**src/rtl/uba_xfer_pkg.sv**
```systemverilog
// Shared definitions for the UBA transfer watchdog.
//   xfer_state_e   : per-side state encoding (IDLE / WAIT / ABORT)
//   *_CYCLES_DEF   : default acknowledge limits for the IO and DMA sides
package uba_xfer_pkg;

  typedef enum logic [1:0] {
    ST_IDLE  = 2'd0,
    ST_WAIT  = 2'd1,
    ST_ABORT = 2'd2
  } xfer_state_e;

  localparam int NXD_CYCLES_DEF = 64;
  localparam int TMO_CYCLES_DEF = 256;

endpackage

```
**src/rtl/uba_xfer_monitor_if.sv**
```systemverilog
// Handshake bundle between the UBA bus-interface logic, the watchdog and the
// UBA status register.
//   master : bus-interface side. It drives the requests, acks and init, and it
//            observes busy, abort and set pulses.
//   slave  : watchdog side (uba_xfer_monitor).
interface uba_xfer_monitor_if;
  logic ioREQ;
  logic devACK;
  logic dmaREQ;
  logic memACK;
  logic statINI;
  logic ioBUSY;
  logic ioABORT;
  logic dmaBUSY;
  logic dmaABORT;
  logic setNXD;
  logic setTMO;

  modport master (
    output ioREQ, devACK, dmaREQ, memACK, statINI,
    input  ioBUSY, ioABORT, dmaBUSY, dmaABORT, setNXD, setTMO
  );

  modport slave (
    input  ioREQ, devACK, dmaREQ, memACK, statINI,
    output ioBUSY, ioABORT, dmaBUSY, dmaABORT, setNXD, setTMO
  );
endinterface

```
**src/rtl/uba_xfer_timer.sv**
```systemverilog
// Acknowledge watchdog for one bus side.
//   clk, rst : clock and synchronous active-high reset
//   clr      : silent abort to IDLE. It overrides req and does not pulse.
//   req      : one-clock pulse that starts a cycle. It is ignored unless the side is IDLE.
//   ack      : responder acknowledge. It is only looked at in WAIT.
//   busy     : registered. It is high while the side is in WAIT.
//   abort    : registered. It is a one-clock pulse when the cycle timed out.
// With req at edge 0 and no ack, the side spends exactly LIMIT clocks in WAIT.
// The counter loads LIMIT-1 and reaches 0 after edge LIMIT-1. The expiry is
// taken at edge LIMIT.
module uba_xfer_timer
  import uba_xfer_pkg::*;
#(
  parameter int LIMIT = 64
) (
  input  logic clk,
  input  logic rst,
  input  logic clr,
  input  logic req,
  input  logic ack,
  output logic busy,
  output logic abort
);

  localparam int            CW   = $clog2(LIMIT);
  localparam logic [CW-1:0] LOAD = CW'(LIMIT - 1);

  xfer_state_e   state_q, state_d;
  logic [CW-1:0] cnt_q, cnt_d;
  logic          busy_q, busy_d;
  logic          abort_q, abort_d;

  always_comb begin
    state_d = state_q;
    cnt_d   = cnt_q;
    case (state_q)
      ST_IDLE: begin
        // An ack in the same clock as req is not seen until WAIT.
        if (req) begin
          state_d = ST_WAIT;
          cnt_d   = LOAD;
        end
      end
      ST_WAIT: begin
        // If ack and expiry happen together, ack wins.
        if (ack) begin
          state_d = ST_IDLE;
          cnt_d   = '0;
        end else if (cnt_q != '0) begin
          cnt_d   = cnt_q - 1'b1;
        end else begin
          state_d = ST_ABORT;
        end
      end
      ST_ABORT: begin
        state_d = ST_IDLE;
        cnt_d   = '0;
      end
      default: begin
        state_d = ST_IDLE;
        cnt_d   = '0;
      end
    endcase
    if (clr) begin
      state_d = ST_IDLE;
      cnt_d   = '0;
    end
    // The outputs are decoded from the next state, so they stay registered.
    busy_d  = (state_d == ST_WAIT);
    abort_d = (state_d == ST_ABORT);
  end

  always_ff @(posedge clk) begin
    if (rst) begin
      state_q <= ST_IDLE;
      cnt_q   <= '0;
      busy_q  <= 1'b0;
      abort_q <= 1'b0;
    end else begin
      state_q <= state_d;
      cnt_q   <= cnt_d;
      busy_q  <= busy_d;
      abort_q <= abort_d;
    end
  end

  assign busy  = busy_q;
  assign abort = abort_q;

endmodule

```
**src/rtl/uba_xfer_monitor.sv**
```systemverilog
// UBA transaction watchdog. There is one instance per UBA.
//   clk, rst : clock and synchronous active-high reset
//   bus      : uba_xfer_monitor_if.slave
//              ioREQ/devACK  : KS10 to Unibus IO cycle. It times out to setNXD.
//              dmaREQ/memACK : Unibus to KS10 DMA cycle. It times out to setTMO.
//              statINI       : UBA init. It silently aborts both sides.
//              *BUSY / *ABORT / setNXD / setTMO : registered status outputs
// The two sides are independent. They may abort in the same clock, and the
// status register merges the simultaneous set pulses.
module uba_xfer_monitor
  import uba_xfer_pkg::*;
#(
  parameter int NXD_CYCLES = NXD_CYCLES_DEF,
  parameter int TMO_CYCLES = TMO_CYCLES_DEF
) (
  input logic               clk,
  input logic               rst,
  uba_xfer_monitor_if.slave bus
);

  logic io_busy, io_abort, dma_busy, dma_abort;

  uba_xfer_timer #(.LIMIT(NXD_CYCLES)) u_io (
    .clk   (clk),
    .rst   (rst),
    .clr   (bus.statINI),
    .req   (bus.ioREQ),
    .ack   (bus.devACK),
    .busy  (io_busy),
    .abort (io_abort)
  );

  uba_xfer_timer #(.LIMIT(TMO_CYCLES)) u_dma (
    .clk   (clk),
    .rst   (rst),
    .clr   (bus.statINI),
    .req   (bus.dmaREQ),
    .ack   (bus.memACK),
    .busy  (dma_busy),
    .abort (dma_abort)
  );

  assign bus.ioBUSY   = io_busy;
  assign bus.ioABORT  = io_abort;
  assign bus.dmaBUSY  = dma_busy;
  assign bus.dmaABORT = dma_abort;
  assign bus.setNXD   = io_abort;
  assign bus.setTMO   = dma_abort;

endmodule

```
**src/flat_wrapper.sv**
```systemverilog
// flat-port wrapper written by rule: the top's interface ports become plain ports
module uba_xfer_monitor_flat import uba_xfer_pkg::*;
#(
  parameter int NXD_CYCLES = NXD_CYCLES_DEF,
  parameter int TMO_CYCLES = TMO_CYCLES_DEF
)
  (clk, rst, bus_ioREQ, bus_devACK, bus_dmaREQ, bus_memACK, bus_statINI, bus_ioBUSY, bus_ioABORT, bus_dmaBUSY, bus_dmaABORT, bus_setNXD, bus_setTMO);
  uba_xfer_monitor_if bus_i ();
  input logic clk;
  input logic rst;
  input wire logic [$bits(bus_i.ioREQ)-1:0] bus_ioREQ;
  input wire logic [$bits(bus_i.devACK)-1:0] bus_devACK;
  input wire logic [$bits(bus_i.dmaREQ)-1:0] bus_dmaREQ;
  input wire logic [$bits(bus_i.memACK)-1:0] bus_memACK;
  input wire logic [$bits(bus_i.statINI)-1:0] bus_statINI;
  output wire logic [$bits(bus_i.ioBUSY)-1:0] bus_ioBUSY;
  output wire logic [$bits(bus_i.ioABORT)-1:0] bus_ioABORT;
  output wire logic [$bits(bus_i.dmaBUSY)-1:0] bus_dmaBUSY;
  output wire logic [$bits(bus_i.dmaABORT)-1:0] bus_dmaABORT;
  output wire logic [$bits(bus_i.setNXD)-1:0] bus_setNXD;
  output wire logic [$bits(bus_i.setTMO)-1:0] bus_setTMO;
  assign bus_i.ioREQ = bus_ioREQ;
  assign bus_i.devACK = bus_devACK;
  assign bus_i.dmaREQ = bus_dmaREQ;
  assign bus_i.memACK = bus_memACK;
  assign bus_i.statINI = bus_statINI;
  assign bus_ioBUSY = bus_i.ioBUSY;
  assign bus_ioABORT = bus_i.ioABORT;
  assign bus_dmaBUSY = bus_i.dmaBUSY;
  assign bus_dmaABORT = bus_i.dmaABORT;
  assign bus_setNXD = bus_i.setNXD;
  assign bus_setTMO = bus_i.setTMO;
  uba_xfer_monitor #(.NXD_CYCLES(NXD_CYCLES), .TMO_CYCLES(TMO_CYCLES)) u_core (.clk(clk), .rst(rst), .bus(bus_i));
endmodule
```
**config.mk**
```make
export PLATFORM = sky130hd
export DESIGN_NAME = uba_xfer_monitor_flat
export DESIGN_NICKNAME = d
export VERILOG_FILES = /design/src/rtl/uba_xfer_pkg.sv /design/src/rtl/uba_xfer_monitor_if.sv /design/src/rtl/uba_xfer_timer.sv /design/src/rtl/uba_xfer_monitor.sv /design/src/flat_wrapper.sv
export SDC_FILE = /design/constraint.sdc
export NUM_CORES = 1
export LEC_CHECK = 0
export CAP_MARGIN = 10
export CORE_MARGIN = 2
export CORE_UTILIZATION = 37
export CTS_BUF_LIST = sky130_fd_sc_hd__clkbuf_16
export DETAILED_ROUTE_END_ITERATION = 7
export PLACE_DENSITY_LB_ADDON = 0.3
export SLEW_MARGIN = 20
export SYNTH_ARGS = -nofsm -noshare
export SYNTH_HDL_FRONTEND = slang
export SYNTH_SLANG_ARGS = --single-unit
export TNS_END_PERCENT = 1
```
**constraint.sdc**
```tcl
create_clock -name clk -period 2.8 [get_ports clk]
set_input_delay 0.56 -clock clk [delete_from_list [all_inputs] [get_ports clk]]
set_output_delay 0.56 -clock clk [all_outputs]
set_load 0.01 [all_outputs]
```
# After elaboration in Yosys (flattened, before gate mapping)
# Cells that the tools add are included.
# Widths: inputs -> output; s select.
word_totals:
  register_bits: 22
  input_bits: 7
  output_inout_bits: 6
op_classes:
  addsub: 2
  n_eq_ne: 10
  mux: 18
  reduce_logical: 7
ops:
  columns: ["operator", "count"]
  rows:
  - ["$mux 8", 3]
  - ["$mux 6", 3]
  - ["$mux 2", 8]
  - ["$pmux 8 s2", 1]
  - ["$pmux 6 s2", 1]
  - ["$eq 2x1->1 const B", 4]
  - ["$pmux 2 s2", 2]
  - ["$reduce_bool 8->1", 1]
  - ["$sub 8x1->8 const B", 1]
  - ["$ne 3x3->1 const B", 2]
  - ["$reduce_bool 6->1", 1]
  - ["$sub 6x1->6 const B", 1]
  - ["$eq 2x2->1 const B", 2]
  - ["$logic_not 2->1", 2]
  - ["$ne 2x2->1 const B", 2]
  - ["$reduce_and 2->1", 2]
  - ["$reduce_or 2->1", 1]

# Longest topological paths before layout
logic_depth:
  depth_word: 6
  mapped_depth: 7
  depth_no_buf: 6

# By module
# A second synthesis with hierarchy kept.
hier_totals:
  hier_cells: 139
  area_unflattened_um2: 1223.7
by_module_without_submodules:
  columns: ["module", "n_inst", "cells_each", "area_each_um2", "seq_area_each_um2"]
  rows:
  - ["uba_xfer_timer at u_core.u_dma", 1, 76, 673.1, 240.2]
  - ["uba_xfer_timer at u_core.u_io", 1, 61, 535.5, 200.2]
  - ["uba_xfer_monitor", 1, 2, 15.0, 0.0]

# Least setup slack after synthesis
# No wires, ideal clock.
synth_timing:
  kind: "reg2reg"
  startpoint: "register u_core.u_dma.cnt_q[0]"
  endpoint: "register u_core.u_dma.cnt_q[5]"
  setup_ns: 0.116
  t_arrival_ns: 1.645
  required_time_ns: 2.684
  path_slack_ns: 1.039
  stages_incl_launch_ff: 8
  n_path_buf: 1
  period_less_slack_ns: 1.761
  path_cell_list: "dfxtp_1 inv_1 ha_1 or4b_4 o31ai_4 buf_6 a21oi_1 o211a_1"
synth_via:
  elab_chain_len: 4
  elab_cells_between_ends: 7
  classes_between: "add/sub (1); eq/ne (1); mux (3); reduce/logical (2)"
synth_rtl:
  columns: ["element", "line", "source"]
  rows:
  - ["from (decl)", "uba_xfer_timer.sv:29", "logic [CW-1:0] cnt_q, cnt_d;"]
  - ["from (signal assigned)", "uba_xfer_timer.sv:81", "cnt_q <= cnt_d;"]
  - ["$sub 8x1->8", "uba_xfer_timer.sv:50", "cnt_d = cnt_q - 1'b1;"]
  - ["$mux 8", "uba_xfer_timer.sv:49", "end else if (cnt_q != '0) begin"]
  - ["$mux 8", "uba_xfer_timer.sv:46", "if (ack) begin"]
  - ["$pmux 8 s2", "uba_xfer_timer.sv:36", "case (state_q)"]
# Several ways; a longest one is shown, not always the timed one. The select of a mux whose other input is x is not followed.
# A chain may end at the register's enable or synchronous reset.

# Worst setup path after layout
layout_timing:
  startpoint: "input port bus_memACK"
  endpoint: "register u_core.u_dma.cnt_q[6]"
layout_via:
  elab_chain_len: 2
  elab_cells_between_ends: 4
  classes_between: "eq/ne (1); mux (2); reduce/logical (1)"
layout_rtl:
  columns: ["element", "line", "source"]
  rows:
  - ["from (decl)", "flat_wrapper.sv:14", "input wire logic [$bits(bus_i.memACK)-1:0] bus_memACK;"]
  - ["$mux 8 / $ne 3x3->1 (equally long branches)", null, null]
  - ["$pmux 8 s2 / $reduce_and 2->1 (equally long branches)", null, null]
# Several ways; a longest one is shown, not always the timed one.

==> flow_metrics.tcl <==
set metrics [dict create \
    outcome "finished, final reports clean" \
    worstSetupPathType "primary input to flop" \
    clock_latency_ns 0.26 \
    synth_enable_flop_cells 0 \
    final_nets 157 \
    drt-total-wl_mm 2.53 \
    port_buffers 12 \
    synth_warnings 0 \
    seq_area_um2 440 \
    hp-class "flop to flop" \
    nFillCells 308 \
    final_common_cell "dfxtp_1" \
    synth_seq_cells 22 \
    drc 0 \
    syn_area_per_cell_um2 8.67 \
    numCtsBuffers 3 \
    syn_nets 147 \
    area_growth_pct 20.2 \
    wire_per_inst_um 13.4 \
    die_h_um 60.4 \
    layout_common_cells "dfxtp_1, nor2_1, a21oi_1, clkdlybuf4s50_1" \
    cp-startpoint "bus_memACK" \
    hold_ws_ns 0.515 \
    n_antenna_cell 0 \
    ys_async_sr_fraction_pct 0 \
    drtPass1Iterations 4 \
    reg2regPathDepth 6 \
    r2r-start "u_core.u_dma.cnt_q[0]" \
    cts.clk_slew.worst_paths_ns 0.06 \
    syn_inst 136 \
    synth_top_area_share_pct 37.4 \
    hold_viol 0 \
    setup_violations 0 \
    grt_overflow_total 0 \
    slew_headroom_pct 50.1 \
    drt_iter0_drc 74 \
    cellLeakagePower_uw 0.000517 \
    grt_max_degree 14 \
    final.min_clock_period_ns 2.04 \
    r2r-end "u_core.u_dma.cnt_q[5]" \
    cts_tree "done" \
    worstMarginPinSlew_ns 0.742 \
    p_int_uw 675 \
    post-cts-setup-buffer-count 0 \
    fin_total_pwr_uw 889 \
    comb_power_share_pct 15.3 \
    syn_area_um2 1180 \
    hold_buffers 0 \
    clkSinkCount 22 \
    p_seq_share_pct 39.4 \
    fmax_ghz 0.490 \
    period_share_pct 72.9 \
    maxSlewViolCount 0 \
    multi_input_area_um2 666 \
    yosysSeqAreaShare_pct 37.4 \
    htree_num_levels 1 \
    drive_gt1_share_pct 9.66 \
    core_um2 3050 \
    rsz0062_at_grt "false" \
    rows 20 \
    synthTopCellsByArea "dfxtp_1, a21oi_1, ha_1" \
    vias_per_cell 5.67 \
    crit_path_end_kind "flop" \
    antenna_found_initial 0 \
    crit_fanout 9 \
    arrival_ns 2.23 \
    ys_types 44 \
    tns_ns 0 \
    drt.antenna.violating_nets 0 \
    clock_skew_ns 0.00909 \
    place_congestion 0.877 \
    ctsLongestPathBuffers 2 \
    cap_viol_max_count 0 \
    crit_required_ns 2.99 \
    dieArea_um2 3650 \
    grt_pass1_wl_mm 4.20 \
    grt_pass1_vias 937 \
    start_util_pct 38.6 \
    die_w_um 60.4 \
    clock-root-buffer "clkbuf_16" \
    clkPwrFrac_pct 45.3 \
    netSwitchingPower_uw 214 \
    vias 1072 \
    track_usage_pct 15.4 \
    power.density_nw_per_um2 628 \
    yosys.area.top_type "dfxtp_1" \
    synthFlopType "dfxtp_1" \
    hpwl_mm 1.87 \
    critPathLaunchType "primary input" \
    switching_share_pct 24.1 \
    crit_end "u_core.u_dma.cnt_q[6]" \
    ir_drop_v 0.000309 \
    ios 13 \
    post_cts_resized 0 \
    rrSetupSlack_ns 0.77 \
]
## critical path, cell delays in order
cell and delay, ns:
clkdlybuf4s50_1 0.58, or4_1 0.69, a31oi_1 0.18, a22oi_1 0.08, a21oi_1 0.14
## cell usage after synthesis (2+ instances only)
cell,n
dfxtp_1,22
a21oi_1,12
nor2_1,12
inv_1,8
nor3_1,8
nor4_1,7
o21a_1,5
o21ai_0,5
ha_1,4
nand3_1,4
clkbuf_1,3
nand2_1,3
nor2b_1,3
nor3b_1,3
or3_1,3
a211oi_1,2
a31oi_1,2
buf_4,2
o211a_1,2
o221a_2,2
## how the worst min path moves through the flow
stage                               startpoint                    to  slack, ns  cells after the start
after floorplan           u_core.u_io.cnt_q[2]  u_core.u_io.cnt_q[2]       0.46                      2
after global placement    u_core.u_io.cnt_q[2]  u_core.u_io.cnt_q[2]       0.49                      2
after detailed placement  u_core.u_io.cnt_q[2]  u_core.u_io.cnt_q[2]       0.50                      2
after CTS                 u_core.u_io.cnt_q[2]  u_core.u_io.cnt_q[2]       0.52                      2
after global routing      u_core.u_io.cnt_q[4]  u_core.u_io.cnt_q[4]       0.55                      1
final                     u_core.u_io.cnt_q[2]  u_core.u_io.cnt_q[2]       0.52                      2
## per-layer routing
metal / up-vias / share of wire (%) / GRT usage [%]
met2: 24 / 47 / 25.0
met1: 511 / 47 / 18.9
met3: 4 / 4.4 / 5.12
met5: - / 0 / 0
li1: 533 / - / -
met4: 0 / 1.5 / 6.52
## layout make-up
class	count	share of cell area (%)
repair buffers	12	8.48
clock buffers	3	5.30
well taps	44	3.89
inverters	8	2.12
clock inverters	1	2.12
flip-flops and latches	22	31.1
multi-input cells	99	47.0
## metrics by stage
stage               area [um2]  utilization, %  setup slack, ns  instances
CTS                       1420            46.4            0.771        189
finish                    1420            46.4            0.760        189
detailed placement        1310            43.0            0.523        185
global placement          1310            43.0            0.568        185
floorplan                 1180               -             1.04        136
global route              1420            46.4            0.597        189
## registers in the layout, indices dropped and copies added, names as in the netlist
name                  count
u_core.u_dma.cnt_q        8
u_core.u_io.cnt_q         6
u_core.u_dma.state_q      2
u_core.u_io.state_q       2
u_core.u_dma.abort        1
u_core.u_dma.busy         1
u_core.u_io.abort         1
u_core.u_io.busy          1
## power groups by stage
stage	Combinational (uW)	Clock [uW]	Sequential, uW
final	136	403	350
after global placement	134	0	355
after detailed placement	136	0	357
after global routing	153	423	353
after CTS	137	416	349
after floorplan	103	0	351
## cells by family (layout without fill, tap and decap cells)
kind of cell / count (synthesis) / count (layout) / share of synthesized area, %
AO/OA/AOI/OAI: 42 / 42 / 26.6
AND/OR/NAND/NOR: 52 / 52 / 24.8
adder cells (fa/ha/maj): 4 / 4 / 4.25
XOR/XNOR: 1 / 1 / 0.743
buffers and inverters: 15 / 24 / 6.16
flip-flops: 22 / 22 / 37.4
No activity file was read; power rests on OpenSTA's default activity.
